## src/rtl/lal_frame_tx.sv

```systemverilog
// lal_frame_tx: transmit end of the lal address/count link.
//
// A send request (start, accepted only when idle and not inhibited) carries
// a destination address and a data-beat count.  The block then emits one
// frame on the tx_* valid/ready channel:
//   ADDR beat (tag 01, payload = dest)
//   len DATA beats (tag 10, payload = running sequence count)
//   END beat  (tag 11, payload = len)
// Only one frame is in flight at a time, and no requests are queued.
//
// Ports:
//   clk, rst        rising-edge clock, synchronous active-high reset
//   start           frame request, sampled only while idle
//   dest, len       destination address and DATA beat count, captured on acceptance
//   inhibit         blocks acceptance of start while high
//   tx_valid/ready  beat handshake, transfer when both are high
//   tx_tag          00 none, 01 ADDR, 10 DATA, 11 END
//   tx_data         beat payload (CNT_W bits)
//   busy            high whenever a frame is in progress
//   done            one-cycle pulse after the END beat transfers
//   seq             sequence counter, persists across frames
//   tx_par          (only with LAL_FRAME_TX_PARITY_EN) even parity over
//                   {tx_par, tx_tag, tx_data}
//
// Optional feature macro: LAL_FRAME_TX_PARITY_EN
// All outputs are registered.

module lal_frame_tx #(
  parameter int ADDR_W = 4,
  parameter int CNT_W  = 9,
  parameter int LEN_W  = 4
) (
  input  logic              clk,
  input  logic              rst,
  input  logic              start,
  input  logic [ADDR_W-1:0] dest,
  input  logic [LEN_W-1:0]  len,
  input  logic              inhibit,
  output logic              tx_valid,
  input  logic              tx_ready,
  output logic [1:0]        tx_tag,
  output logic [CNT_W-1:0]  tx_data,
  output logic              busy,
  output logic              done,
`ifdef LAL_FRAME_TX_PARITY_EN
  output logic              tx_par,
`endif
  output logic [CNT_W-1:0]  seq
);

  typedef enum logic [1:0] {S_IDLE, S_ADDR, S_DATA, S_END} state_t;

  localparam logic [1:0] TAG_NONE = 2'b00;
  localparam logic [1:0] TAG_ADDR = 2'b01;
  localparam logic [1:0] TAG_DATA = 2'b10;
  localparam logic [1:0] TAG_END  = 2'b11;

  state_t             state_q, state_d;
  logic [LEN_W-1:0]   len_q, len_d;
  logic [LEN_W-1:0]   rem_q, rem_d;
  logic               tx_valid_q, tx_valid_d;
  logic [1:0]         tx_tag_q, tx_tag_d;
  logic [CNT_W-1:0]   tx_data_q, tx_data_d;
  logic               busy_q, busy_d;
  logic               done_q, done_d;
  logic [CNT_W-1:0]   seq_q, seq_d;
  logic               xfer;

  assign xfer = tx_valid_q & tx_ready;

  // Next-beat values are computed here and registered, so the outputs never
  // depend combinationally on any input.  Defaults hold every register, which
  // keeps tag and payload stable while the link applies backpressure.
  always_comb begin
    state_d    = state_q;
    len_d      = len_q;
    rem_d      = rem_q;
    tx_valid_d = tx_valid_q;
    tx_tag_d   = tx_tag_q;
    tx_data_d  = tx_data_q;
    seq_d      = seq_q;
    done_d     = 1'b0;

    case (state_q)
      S_IDLE: begin
        if (start && !inhibit) begin
          len_d      = len;
          rem_d      = len;
          state_d    = S_ADDR;
          tx_valid_d = 1'b1;
          tx_tag_d   = TAG_ADDR;
          tx_data_d  = CNT_W'(dest);
        end
      end
      S_ADDR: begin
        if (xfer) begin
          if (len_q != '0) begin
            state_d   = S_DATA;
            tx_tag_d  = TAG_DATA;
            tx_data_d = seq_q;
          end else begin
            state_d   = S_END;
            tx_tag_d  = TAG_END;
            tx_data_d = CNT_W'(len_q);
          end
        end
      end
      S_DATA: begin
        if (xfer) begin
          // Counter wraps naturally at 2^CNT_W.
          seq_d = seq_q + CNT_W'(1);
          rem_d = rem_q - LEN_W'(1);
          if (rem_q == LEN_W'(1)) begin
            state_d   = S_END;
            tx_tag_d  = TAG_END;
            tx_data_d = CNT_W'(len_q);
          end else begin
            tx_data_d = seq_d;
          end
        end
      end
      S_END: begin
        if (xfer) begin
          state_d    = S_IDLE;
          tx_valid_d = 1'b0;
          tx_tag_d   = TAG_NONE;
          tx_data_d  = '0;
          done_d     = 1'b1;
        end
      end
      default: state_d = S_IDLE;
    endcase

    busy_d = (state_d != S_IDLE);
  end

  always_ff @(posedge clk) begin
    if (rst) begin
      state_q    <= S_IDLE;
      len_q      <= '0;
      rem_q      <= '0;
      tx_valid_q <= 1'b0;
      tx_tag_q   <= TAG_NONE;
      tx_data_q  <= '0;
      busy_q     <= 1'b0;
      done_q     <= 1'b0;
      seq_q      <= '0;
    end else begin
      state_q    <= state_d;
      len_q      <= len_d;
      rem_q      <= rem_d;
      tx_valid_q <= tx_valid_d;
      tx_tag_q   <= tx_tag_d;
      tx_data_q  <= tx_data_d;
      busy_q     <= busy_d;
      done_q     <= done_d;
      seq_q      <= seq_d;
    end
  end

`ifdef LAL_FRAME_TX_PARITY_EN
  logic tx_par_q, tx_par_d;

  // Parity follows the registered beat, so it is 0 when idle (tag and data
  // are both zero) and holds whenever the beat holds.
  always_comb begin
    tx_par_d = ^{tx_tag_d, tx_data_d};
  end

  always_ff @(posedge clk) begin
    if (rst) tx_par_q <= 1'b0;
    else     tx_par_q <= tx_par_d;
  end

  assign tx_par = tx_par_q;
`endif

  assign tx_valid = tx_valid_q;
  assign tx_tag   = tx_tag_q;
  assign tx_data  = tx_data_q;
  assign busy     = busy_q;
  assign done     = done_q;
  assign seq      = seq_q;

endmodule

```

## config.mk

```make
export PLATFORM = sky130hd
export DESIGN_NAME = lal_frame_tx
export DESIGN_NICKNAME = d
export VERILOG_FILES = /design/src/rtl/lal_frame_tx.sv
export SDC_FILE = /design/constraint.sdc
export NUM_CORES = 1
export LEC_CHECK = 0
export BUFFER_PORTS_ARGS = -buffer_cell sky130_fd_sc_hd__buf_2
export CAP_MARGIN = 20
export CELL_PAD_IN_SITES_DETAIL_PLACEMENT = 1
export CELL_PAD_IN_SITES_GLOBAL_PLACEMENT = 1
export CORE_ASPECT_RATIO = 1.5
export CORE_UTILIZATION = 44
export DETAILED_ROUTE_END_ITERATION = 8
export GPL_TIMING_DRIVEN = 0
export PLACE_DENSITY = 0.82
export SYNTH_ARGS = -nofsm -noshare
export SYNTH_HDL_FRONTEND = slang
export SYNTH_SLANG_ARGS = --single-unit
```

## constraint.sdc

```tcl
create_clock -name clk -period 4 [get_ports clk]
set_input_delay 0.2 -clock clk [delete_from_list [all_inputs] [get_ports clk]]
set_output_delay 0.2 -clock clk [all_outputs]
set_load 0.02 [all_outputs]
```

==> results.sh <==
export IMPL_numCtsBuffers=5
export IMPL_num_io_pins=36
export IMPL_setup_viol=0
export IMPL_synth_ff_type="dfxtp_1"
export IMPL_hp_start="len[2]"
export IMPL_cp_startpoint="state_q[0]$_SDFF_PP0_"
export IMPL_grt_total_usage=0.261
export IMPL_hpwl_um=4090
export IMPL_yosysWarnings=0
export IMPL_min_period_ns=2.31
export IMPL_pre_cts_ws_ns=1.73
export IMPL_status="finished clean"
export IMPL_cts_num_sinks=33
export IMPL_syn_area_um2=1880
export IMPL_clkSlewWorstSetupHoldPaths_ns=0.08
export IMPL_clk_latency_ns=0.29
export IMPL_slew_limit_headroom=0.356
export IMPL_finalHoldViolations=0
export IMPL_cts_setup_buffers=0
export IMPL_synth_seq_cells=33
export IMPL_synth_edff_count=0
export IMPL_totalPowerFinal_uw=772
export IMPL_remaining_drc_errors=0
export IMPL_finalMaxSlewViolations=0
export IMPL_rows=28
export IMPL_grt_max_degree=11
export IMPL_drv_cap=0
export IMPL_cts_root_buffer="clkbuf_8"
export IMPL_cp_max_fo=7
export IMPL_grt_pass1_vias=1939
export IMPL_setup_ws_ns=1.69
export IMPL_synth_top_cell_by_area="dfxtp_1"
export IMPL_drt_pass1_iter_count=4
export IMPL_worst_pin_slew_ns=0.964
export IMPL_critPathKind="reg2reg"
export IMPL_seqPwrFrac=0.461
export IMPL_hp_class="in2reg"
export IMPL_initial_core_util=0.466
export IMPL_wl_per_cell_um=17.7
export IMPL_wl_um=5510
export IMPL_max_freq_mhz=433
export IMPL_antenna_left=0
export IMPL_vias=1883
export IMPL_peakVddDrop_uv=269
export IMPL_coreArea_um2=4030
export IMPL_die_area_um2=4540
export IMPL_cts_path_max_buffers=2
export IMPL_p_comb_frac=0.168
export IMPL_die_h_um=82.0
export IMPL_num_antenna_cells=0
export IMPL_drive_gt1_frac=0.211
export IMPL_die_x_um=55.4
export IMPL_switching_share=0.291
export IMPL_yosysSeqAreaShare=0.352
export IMPL_grt_ovfl_total=0
export IMPL_fin_worst_skew_ns=0.0104
export IMPL_ctsResizeCount=0
export IMPL_setup_tns_ns=0
export IMPL_rr_startpoint="state_q[0]$_SDFF_PP0_"
export IMPL_required_ns=4.18
export IMPL_io_buffer_count=35
export IMPL_cts_tree="yes"
export IMPL_nets=286
export IMPL_syn_avg_cell_area_um2=8.43
export IMPL_async_flop_share=0
export IMPL_grt_pass1_wl_um=9140
export IMPL_synth_nets=244
export IMPL_p_leak_uw=0.00101
export IMPL_synth_area_leaders="dfxtp_1, ha_1, a21oi_1, nand2_1, nand3_1"
export IMPL_drt_iter0_markers=75
export IMPL_yosysTopAreaCellShare=0.352
export IMPL_rsz0062_at_grt="no"
export IMPL_period_share=0.577
export IMPL_areaGrowthSynthToFinish_pct=17.7
export IMPL_pwr_share_clk=0.371
export IMPL_netSwitchingPower_uw=224
export IMPL_cp_start_kind="flip-flop"
export IMPL_power_density_nw_per_um2=349
export IMPL_p_int_uw=548
export IMPL_gp_congestion=0.857
export IMPL_synth_distinct_cells=54
export IMPL_worstSetupEndpointType="flip-flop"
export IMPL_htree_levels=2
export IMPL_syn_instance_count=223
export IMPL_vias_per_cell=6.05
export IMPL_antenna_found_initial=0
export IMPL_crit_arrival_ns=2.49
export IMPL_hold_buffers=0
-- synthesized netlist by cell type (all sizes together), types with 2 or more instances --
library cell  count
a211o             2
a211oi            2
a21oi            16
a22o              2
a22oi             2
a311oi            2
a32o              4
and2              6
and3              4
buf               6
clkbuf            7
dfxtp            33
ha                8
inv               8
mux2i             4
nand2            20
nand2b            5
nand3            14
nor2             18
nor2b             2
nor3              2
nor4              3
o211a             2
o211ai            6
o21ai            11
o2bb2ai           2
o31ai             2
or3               2
or4               2
xor2              7
-- path summary, 6_finish.rpt --
check | to | slack, ns | cells past startpoint
worst max-delay path | tx_data[5]$_SDFFE_PP0P_ | 1.69 | 6
worst max register to register | tx_data[5]$_SDFFE_PP0P_ | 1.69 | 6
worst min-delay path | len_q[2]$_SDFFE_PP0P_ | 0.17 | 3
worst min register to register | tx_data[8]$_SDFFE_PP0P_ | 0.46 | 1
-- cell usage in the layout (no fill, tap or decap), drive strengths merged, types with 3 or more instances in the layout --
master,instances
buf,41
dfxtp,33
nand2,20
nor2,18
a21oi,16
nand3,14
clkbuf,14
o21ai,11
inv,8
ha,8
xor2,7
o211ai,6
and2,6
nand2b,5
and3,4
a32o,4
mux2i,4
nor4,3
-- state kept, by name, indices dropped and copies added, names as in the netlist --
signal    count
busy          1
done          1
len_q         4
rem_q         4
seq           9
state_q       2
tx_data       9
tx_tag        2
tx_valid      1
-- metrics by stage --
stage	hold WS, ns	instance area (um2)	cells	utilization
after floorplan	0.344	1880	223	-
after global placement	0.443	2110	303	0.524
after detailed placement	0.449	2110	303	0.524
after CTS	0.173	2210	311	0.549
after global routing	0.182	2210	311	0.549
final	0.170	2210	311	0.549
-- per-layer routing --
metal,routed length [um],share of wire,GRT usage,vias to the layer above
met5,0,0,0,-
met4,180,0.033,0.150,0
met3,207,0.038,0.0457,20
met2,2910,0.53,0.500,50
met1,2220,0.40,0.264,913
li1,-,-,-,900
-- power groups by stage --
stage | clock (uW) | sequential, uW | combinational (uW)
3_3_place_gp | 0 | 363 | 125
6_report | 286 | 356 | 130
4_1_cts | 287 | 356 | 130
5_1_grt | 302 | 358 | 143
2_1_floorplan | 0 | 371 | 78.1
3_5_place_dp | 0 | 364 | 128
-- cell type report --
class,instances,area (um2)
timing repair buffer,35,175
inverter,8,30.0
buffer,13,77.6
tap,45,56.3
sequential,33,661
multi-input combinational,169,1110
clock buffer,7,96.3
fill,513,1820
clock inverter,1,5.00
-- kinds of logic after synthesis --
group / share of synthesized area
muxes: 0.0213
xor gates and xnor gates: 0.0373
AOI/OAI and AO/OA: 0.256
buffers and inverters: 0.0572
adders and majority gates: 0.0533
DFF: 0.352
and+or+nand+nor: 0.224
-- worst max-delay path, stage by stage, from the launching register on --
cell and delay, ns:
dfxtp_1 0.46, inv_1 0.12, ha_1 0.30, nor3_2 0.35, a2bb2oi_1 0.38, nor2_1 0.25
a211o_1 0.34
Note: power is estimated with default switching activity, not from simulation.
